File: src/rtl/mult_arbiter_if.sv
// Requester-side handshake bundle for mult_arbiter.
// slave: arbiter side. master: requester side.
interface mult_arbiter_if #(
  parameter int NREQ = 2
);
  logic [NREQ-1:0]      req_valid;
  logic [NREQ-1:0]      req_ready;
  logic [18*NREQ-1:0]   req_a;
  logic [18*NREQ-1:0]   req_b;
  logic [NREQ-1:0]      rsp_valid;
  logic signed [35:0]   rsp_data;

  modport master (
    output req_valid, req_a, req_b,
    input  req_ready, rsp_valid, rsp_data
  );

  modport slave (
    input  req_valid, req_a, req_b,
    output req_ready, rsp_valid, rsp_data
  );
endinterface

File: src/rtl/mult_arbiter.sv
// Round-robin share of one pipelined 18x18 signed multiplier.
// Ports: clk, rst, bus (req/rsp), mult_* pins, busy.
module mult_arbiter #(
  parameter int NREQ    = 2,
  parameter int LATENCY = 3
) (
  input  logic              clk,
  input  logic              rst,
  mult_arbiter_if.slave     bus,
  output logic [17:0]       mult_a,
  output logic [17:0]       mult_b,
  output logic              mult_en,
  output logic              mult_rst,
  input  logic [35:0]       mult_o,
  output logic              busy
);
  localparam int IW = $clog2(NREQ);

  logic [IW-1:0]      ptr;
  logic [IW-1:0]      gidx;
  logic [IW-1:0]      nxt;
  logic               issue;
  int                 j;
  logic [LATENCY-1:0] tv;
  logic [IW-1:0]      to [LATENCY];
  logic               inflight;

  // first valid requester searching ptr, ptr+1, ... (mod NREQ)
  always_comb begin
    issue = 1'b0;
    gidx  = ptr;
    j     = 0;
    for (int k = 0; k < NREQ; k++) begin
      j = int'(ptr) + k;
      if (j >= NREQ) j = j - NREQ;
      if (!issue && bus.req_valid[j]) begin
        issue = 1'b1;
        gidx  = IW'(j);
      end
    end
    if (rst) issue = 1'b0;
  end

  assign nxt = (gidx == IW'(NREQ-1)) ? '0 : gidx + 1'b1;

  assign bus.req_ready = issue ? (NREQ'(1) << gidx) : '0;

  // with no grant gidx == ptr, so operands stay a legal slice
  assign mult_a = bus.req_a[18*int'(gidx) +: 18];
  assign mult_b = bus.req_b[18*int'(gidx) +: 18];

  assign inflight = |tv;
  assign mult_en  = rst | issue | inflight;
  assign mult_rst = rst;
  assign busy     = inflight & ~rst;

  assign bus.rsp_valid = (tv[LATENCY-1] && !rst)
                       ? (NREQ'(1) << to[LATENCY-1]) : '0;
  assign bus.rsp_data  = mult_o;

  always_ff @(posedge clk) begin
    if (rst) begin
      ptr <= '0;
      tv  <= '0;
    end else begin
      if (issue) ptr <= nxt;
      // tags march in lockstep with the multiplier's clock-enable
      if (mult_en) begin
        tv[0] <= issue;
        for (int k = 1; k < LATENCY; k++) begin
          tv[k] <= tv[k-1];
        end
      end
    end
  end

  always_ff @(posedge clk) begin
    if (mult_en) begin
      to[0] <= gidx;
      for (int k = 1; k < LATENCY; k++) begin
        to[k] <= to[k-1];
      end
    end
  end
endmodule

File: src/flat_wrapper.sv
// flat-port wrapper written by rule: the top's interface ports become plain ports
module mult_arbiter_flat 
#(
  parameter int NREQ    = 2,
  parameter int LATENCY = 3
)
  (clk, rst, mult_a, mult_b, mult_en, mult_rst, mult_o, busy, bus_req_valid, bus_req_a, bus_req_b, bus_req_ready, bus_rsp_valid, bus_rsp_data);
  mult_arbiter_if #(.NREQ(NREQ)) bus_i ();
  input  logic clk;
  input  logic rst;
  output logic [17:0] mult_a;
  output logic [17:0] mult_b;
  output logic mult_en;
  output logic mult_rst;
  input  logic [35:0] mult_o;
  output logic busy;
  input wire logic [$bits(bus_i.req_valid)-1:0] bus_req_valid;
  input wire logic [$bits(bus_i.req_a)-1:0] bus_req_a;
  input wire logic [$bits(bus_i.req_b)-1:0] bus_req_b;
  output wire logic [$bits(bus_i.req_ready)-1:0] bus_req_ready;
  output wire logic [$bits(bus_i.rsp_valid)-1:0] bus_rsp_valid;
  output wire logic [$bits(bus_i.rsp_data)-1:0] bus_rsp_data;
  assign bus_i.req_valid = bus_req_valid;
  assign bus_i.req_a = bus_req_a;
  assign bus_i.req_b = bus_req_b;
  assign bus_req_ready = bus_i.req_ready;
  assign bus_rsp_valid = bus_i.rsp_valid;
  assign bus_rsp_data = bus_i.rsp_data;
  mult_arbiter #(.NREQ(NREQ), .LATENCY(LATENCY)) u_core (.clk(clk), .rst(rst), .bus(bus_i), .mult_a(mult_a), .mult_b(mult_b), .mult_en(mult_en), .mult_rst(mult_rst), .mult_o(mult_o), .busy(busy));
endmodule
File: config.mk
export PLATFORM = sky130hd
export DESIGN_NAME = mult_arbiter_flat
export DESIGN_NICKNAME = d
export VERILOG_FILES = /design/src/rtl/mult_arbiter_if.sv /design/src/rtl/mult_arbiter.sv /design/src/flat_wrapper.sv
export SDC_FILE = /design/constraint.sdc
export NUM_CORES = 1
export LEC_CHECK = 0
export ABC_AREA = 1
export CORE_MARGIN = 2
export CORE_UTILIZATION = 25
export CTS_CLUSTER_SIZE = 28
export DETAILED_ROUTE_END_ITERATION = 12
export PLACE_DENSITY = 0.92
export SYNTH_ARGS = -nofsm -noshare
export SYNTH_HDL_FRONTEND = slang
export SYNTH_SLANG_ARGS = --single-unit
File: constraint.sdc
create_clock -name clk -period 2.2 [get_ports clk]
set_clock_uncertainty 0.1 [all_clocks]
set_input_delay 0.44 -clock clk [delete_from_list [all_inputs] [get_ports clk]]
set_output_delay 0.44 -clock clk [all_outputs]
set_load 0.01 [all_outputs]
Yosys cells after proc, flatten, opt, wreduce, memory -nomap -nowiden --
Memories as Yosys holds them, arrays and structs flattened. Cells that the tools add are included.
Word-level totals: output and inout port bits 79, flip-flop bits (word level) 4, input port bits 112, memories kept 1, bits in writable memories 3
Cells by class: reduce and logical (&&, ||, !) cells 5, bitwise logic cells 4, add/subtract/negate cells 4, multipliers 1, mux-type cells 18, shift operators 4, order comparisons 4
Memory list:
- u_core.to | depth 3, width 1, read ports 3, clocked after memory_dff 0, wr ports 3, RTL line mult_arbiter.sv:25 | logic [IW-1:0] to [LATENCY];
Operator list (number):
- $shiftx A36 B32 Y18 | 2
- $lt A32 B3 Y1 const B | 2
- $mux W32 | 2
- $ge A32 B3 Y1 const B | 1
- $sub A32 B3 Y32 const B | 1
- $mux W1 | 14
- $mul A4 B1 Y5 const A | 1
- $mux W2 | 2
- $shl A1 B1 Y2 const A | 2
- $reduce_or A3 Y1 | 1
- $sub A1 B2 Y3 const B | 1
- $add A1 B1 Y2 const B | 1
- $ge A1 B2 Y1 const B | 1
- $logic_and A1 B1 Y1 | 2
- $logic_not A1 Y1 | 2
- $or A1 B1 Y1 | 2
- $add A1 B1 Y1 const B | 1
- $and A1 B1 Y1 | 1
- $not A1 Y1 | 1

Longest topological paths before layout --
depth after elaboration 14, mapped depth 6, mapped depth without buffers 5

Worst setup path before layout --
Ideal clock, no wire load.
path type input -> output, start input bus_req_valid[1], end output bus_req_ready[0], required time 1660 ps, arrival time 1024 ps, cell stages on the path 5, setup slack 636 ps, path through nand2_2 -> nand2_4 -> buf_12 -> buf_12 -> nor2_1
On the way: longest elaborated chain between the ends 9, elaborated cells between the ends (all ways) 15, those cells by class 1 x shift; 12 x mux; 2 x reduce/logical
Ends and longest elaborated chain:
- start: declaration | RTL line flat_wrapper.sv:17 | input wire logic [$bits(bus_i.req_valid)-1:0] bus_req_valid;
- $mux W1 (not written as such) (3 in a row) | RTL line mult_arbiter.sv:36 | if (!issue && bus.req_valid[j]) begin
- $mux W1 | RTL line mult_arbiter.sv:36
- $logic_not A1 Y1 | RTL line mult_arbiter.sv:36
- $logic_and A1 B1 Y1 | RTL line mult_arbiter.sv:36
- $mux W1 | RTL line mult_arbiter.sv:36
- $shl A1 B1 Y2 or $mux W1 (tied branches) | RTL line mult_arbiter.sv:46, mult_arbiter.sv:41
- $mux W2 (*) | RTL line mult_arbiter.sv:46 | assign bus.req_ready = issue ? (NREQ'(1) << gidx) : '0;
- end: declaration | RTL line flat_wrapper.sv:20 | output wire logic [$bits(bus_i.req_ready)-1:0] bus_req_ready;
Every way passes the cells marked *; elsewhere a longest branch is shown, timed or not. The select of a mux whose other input is x is not followed.

Worst setup path after layout --
start input rst, end output bus_rsp_valid[0]
On the way: longest elaborated chain between the ends 3
Ends and longest elaborated chain:
- start: declaration | RTL line flat_wrapper.sv:10 | input logic rst;
- $logic_not A1 Y1 | RTL line mult_arbiter.sv:57 | assign bus.rsp_valid = (tv[LATENCY-1] && !rst)
- $logic_and A1 B1 Y1 | RTL line mult_arbiter.sv:57
- $mux W2 | RTL line mult_arbiter.sv:58 | ? (NREQ'(1) << to[LATENCY-1]) : '0;
- end: declaration | RTL line flat_wrapper.sv:21 | output wire logic [$bits(bus_i.rsp_valid)-1:0] bus_rsp_valid;
Every way passes these cells.

==> impl_metrics.env <==
export IMPL_power_density_nw_per_um2=366
export IMPL_postRouteAntennaNets=0
export IMPL_grt_max_degree=24
export IMPL_max_stage_delay_ps=570
export IMPL_switching_share_pct=33.0
export IMPL_synth_area_per_cell_um2=6.30
export IMPL_area_growth_pct=80.7
export IMPL_setup_violations=0
export IMPL_wirelength_um=3970
export IMPL_fill_cells=468
export IMPL_synthDistinctLibCells=21
export IMPL_power_share_clock_pct=22.6
export IMPL_h_tree_depth=1
export IMPL_top_layer_used="met4"
export IMPL_ys_ff_latch=7
export IMPL_p_sw_mw=0.268
export IMPL_antenna_found_initial=0
export IMPL_antennaDiodeCount=0
export IMPL_fp_dieH_um=74.1
export IMPL_ios=191
export IMPL_critPathBufInv=2
export IMPL_fmax_ghz=0.472
export IMPL_yosys_area_top_type_share_pct=23.8
export IMPL_grt_ovfl_total=0
export IMPL_row_count=25
export IMPL_grt_first_pass_wirelength_um=5920
export IMPL_crit_chain="dlygate4sd2_1, nor3_1, clkdlybuf4s50_1"
export IMPL_grt_total_usage_pct=13.7
export IMPL_power_mw=0.813
export IMPL_cts_tree="done"
export IMPL_p_leak_nw=1.11
export IMPL_fin_crit_sh_pct=96.3
export IMPL_portBuffers=118
export IMPL_hpwl_um=3170
export IMPL_start_util_pct=26.0
export IMPL_first_iter_violations=56
export IMPL_syn_nets=307
export IMPL_dr_pass1_iters=4
export IMPL_dr_wl_met2_um=2090
export IMPL_gp_congestion=0.805
export IMPL_seq_area_um2=171
export IMPL_cts_root_buf="clkbuf_8"
export IMPL_power_internal_mw=0.545
export IMPL_route_detailed_drc=0
export IMPL_max_slew_margin_pct=79.3
export IMPL_die_w_um=74.1
export IMPL_rsz0062_at_grt="false"
export IMPL_cp_start_kind="primary input"
export IMPL_wl_met1_um=1360
export IMPL_critPathKind="primary input to output port"
export IMPL_yosys_area_top_type="buf_4"
export IMPL_crit_slowest_cell="clkdlybuf4s50_1"
export IMPL_crit_path_max_fanout=9
export IMPL_final_area_um2=2220
export IMPL_hp_class="flop to flop"
export IMPL_seq_area_frac_synth_pct=13.8
export IMPL_cp_end_kind="output port"
export IMPL_place_area_um2=2220
export IMPL_wl_met3_um=435
export IMPL_clkSinkCount=7
export IMPL_slew_violations=0
export IMPL_synth_area_leaders="buf_4 24%, nand2_1 24%, nand3_1 11%, nand3_2 7.3%, edfxtp_1 7.3%"
export IMPL_post_cts_buffers=0
export IMPL_cap_violations=0
export IMPL_wire_per_inst_um=11.5
export IMPL_required_ps=1660
export IMPL_grt_pass1_vias=1355
export IMPL_power_frac_comb_pct=58.0
export IMPL_nets=390
export IMPL_syn_inst=195
export IMPL_yosysWarnings=0
export IMPL_via_count=1463
export IMPL_worst_endpoint_arrival_ps=1580
export IMPL_multiInputGateArea_um2=619
export IMPL_most_common_layout_cells="78 x nand2_1, 78 x clkdlybuf4s50_1, 37 x dlygate4sd2_1"
export IMPL_ctsLongestPathBuffers=2
export IMPL_die_area_um2=5490
export IMPL_status="finished clean"
export IMPL_irDropWorstVdd_v=0.000205
export IMPL_viasPerCell=4.25
export IMPL_critPathTopFamily="buffers and inverters"
export IMPL_clock_latency_ps=230
export IMPL_hold_viol_final=0
export IMPL_core_um2=4720
export IMPL_numCtsBuffers=3
export IMPL_drive_gt1_share_pct=10.1
export IMPL_period_minus_slack_ps=2120
export IMPL_seq_power_share_pct=19.5
export IMPL_netlist_area_um2=1230
export IMPL_worst_slew_pin_slew_ps=311
export IMPL_path_clk_slew_ps=40
==> Yosys cell counts <==
| master | count |
|---|---|
| and3_1 | 1 |
| nor3_1 | 1 |
| buf_8 | 2 |
| nand2_1 | 78 |
| nand3_2 | 9 |
| nand2_2 | 1 |
| a31oi_1 | 1 |
| buf_4 | 39 |
| o211ai_1 | 1 |
| o21ai_0 | 1 |
| buf_2 | 1 |
| nand2_4 | 3 |
| nor2_1 | 7 |
| clkbuf_1 | 1 |
| edfxtp_1 | 3 |
| inv_1 | 8 |
| nand3_1 | 28 |
| buf_6 | 3 |
| inv_2 | 1 |
| dfxtp_1 | 4 |
| buf_12 | 2 |
==> per-stage QoR <==
stage	setup slack [ps]	utilization [%]	hold slack (ps)	setup TNS [ps]	instances
4_1_cts	43.1	47.0	332	0	344
5_1_grt	12.0	47.0	348	0	344
3_3_place_gp	-399	47.1	315	-14500	340
2_1_floorplan	636	-	300	0	195
6_report	80.6	47.0	326	0	344
3_5_place_dp	-431	47.1	322	-15790	340
==> path summary, 6_finish.rpt <==
path	from	to	slack, ps	cells after the start
min	u_core.to[0][0]	u_core.to[0][1]	330	0
max reg2reg	u_core.ptr	u_core.to[0][2]	910	6
min reg2reg	u_core.to[0][0]	u_core.to[0][1]	330	0
max	rst	bus_rsp_valid[0]	80	3
==> area by class of cell <==
cell class	instances	area share, %
timing repair buffer	126	57.0
clock buffer	3	1.86
sequential	7	7.72
multi-input combinational	131	27.9
inverter	9	1.52
clock inverter	1	0.225
tap	67	3.78
==> power by group through the flow <==
stage	Sequential (mW)	Clock [mW]	Combinational (mW)
after detailed placement	0.159	0	0.531
after global routing	0.160	0.196	0.519
after CTS	0.158	0.188	0.478
final	0.159	0.183	0.471
after global placement	0.159	0	0.522
after floorplan	0.157	0	0.279
==> sequential cells by signal, indices dropped and copies added (netlist names) <==
| signal | flops |
|---|---|
| u_core.ptr | 1 |
| u_core.to | 3 |
| u_core.tv | 3 |
==> routing by layer <==
layer | vias up | track usage (%)
met5 | - | 0
met4 | 0 | 6.46
met3 | 10 | 3.79
met2 | 89 | 24.3
met1 | 623 | 15.2
li1 | 741 | -
==> cells by family (layout without fill, tap and decap cells) <==
kind of cell	Yosys count	after routing	synth area share, %
AO/OA/AOI/OAI	3	3	1.53
flip-flops	7	7	13.8
buffers and inverters	57	139	35.7
AND/OR/NAND/NOR	128	128	48.9
==> what timing repair did <==
item                                    in CTS  in global routing
hold buffers                                 0                  0
resized for setup                           40                  5
endpoints found under the setup margin      43                  4
Note: power is estimated with default switching activity, not from simulation.
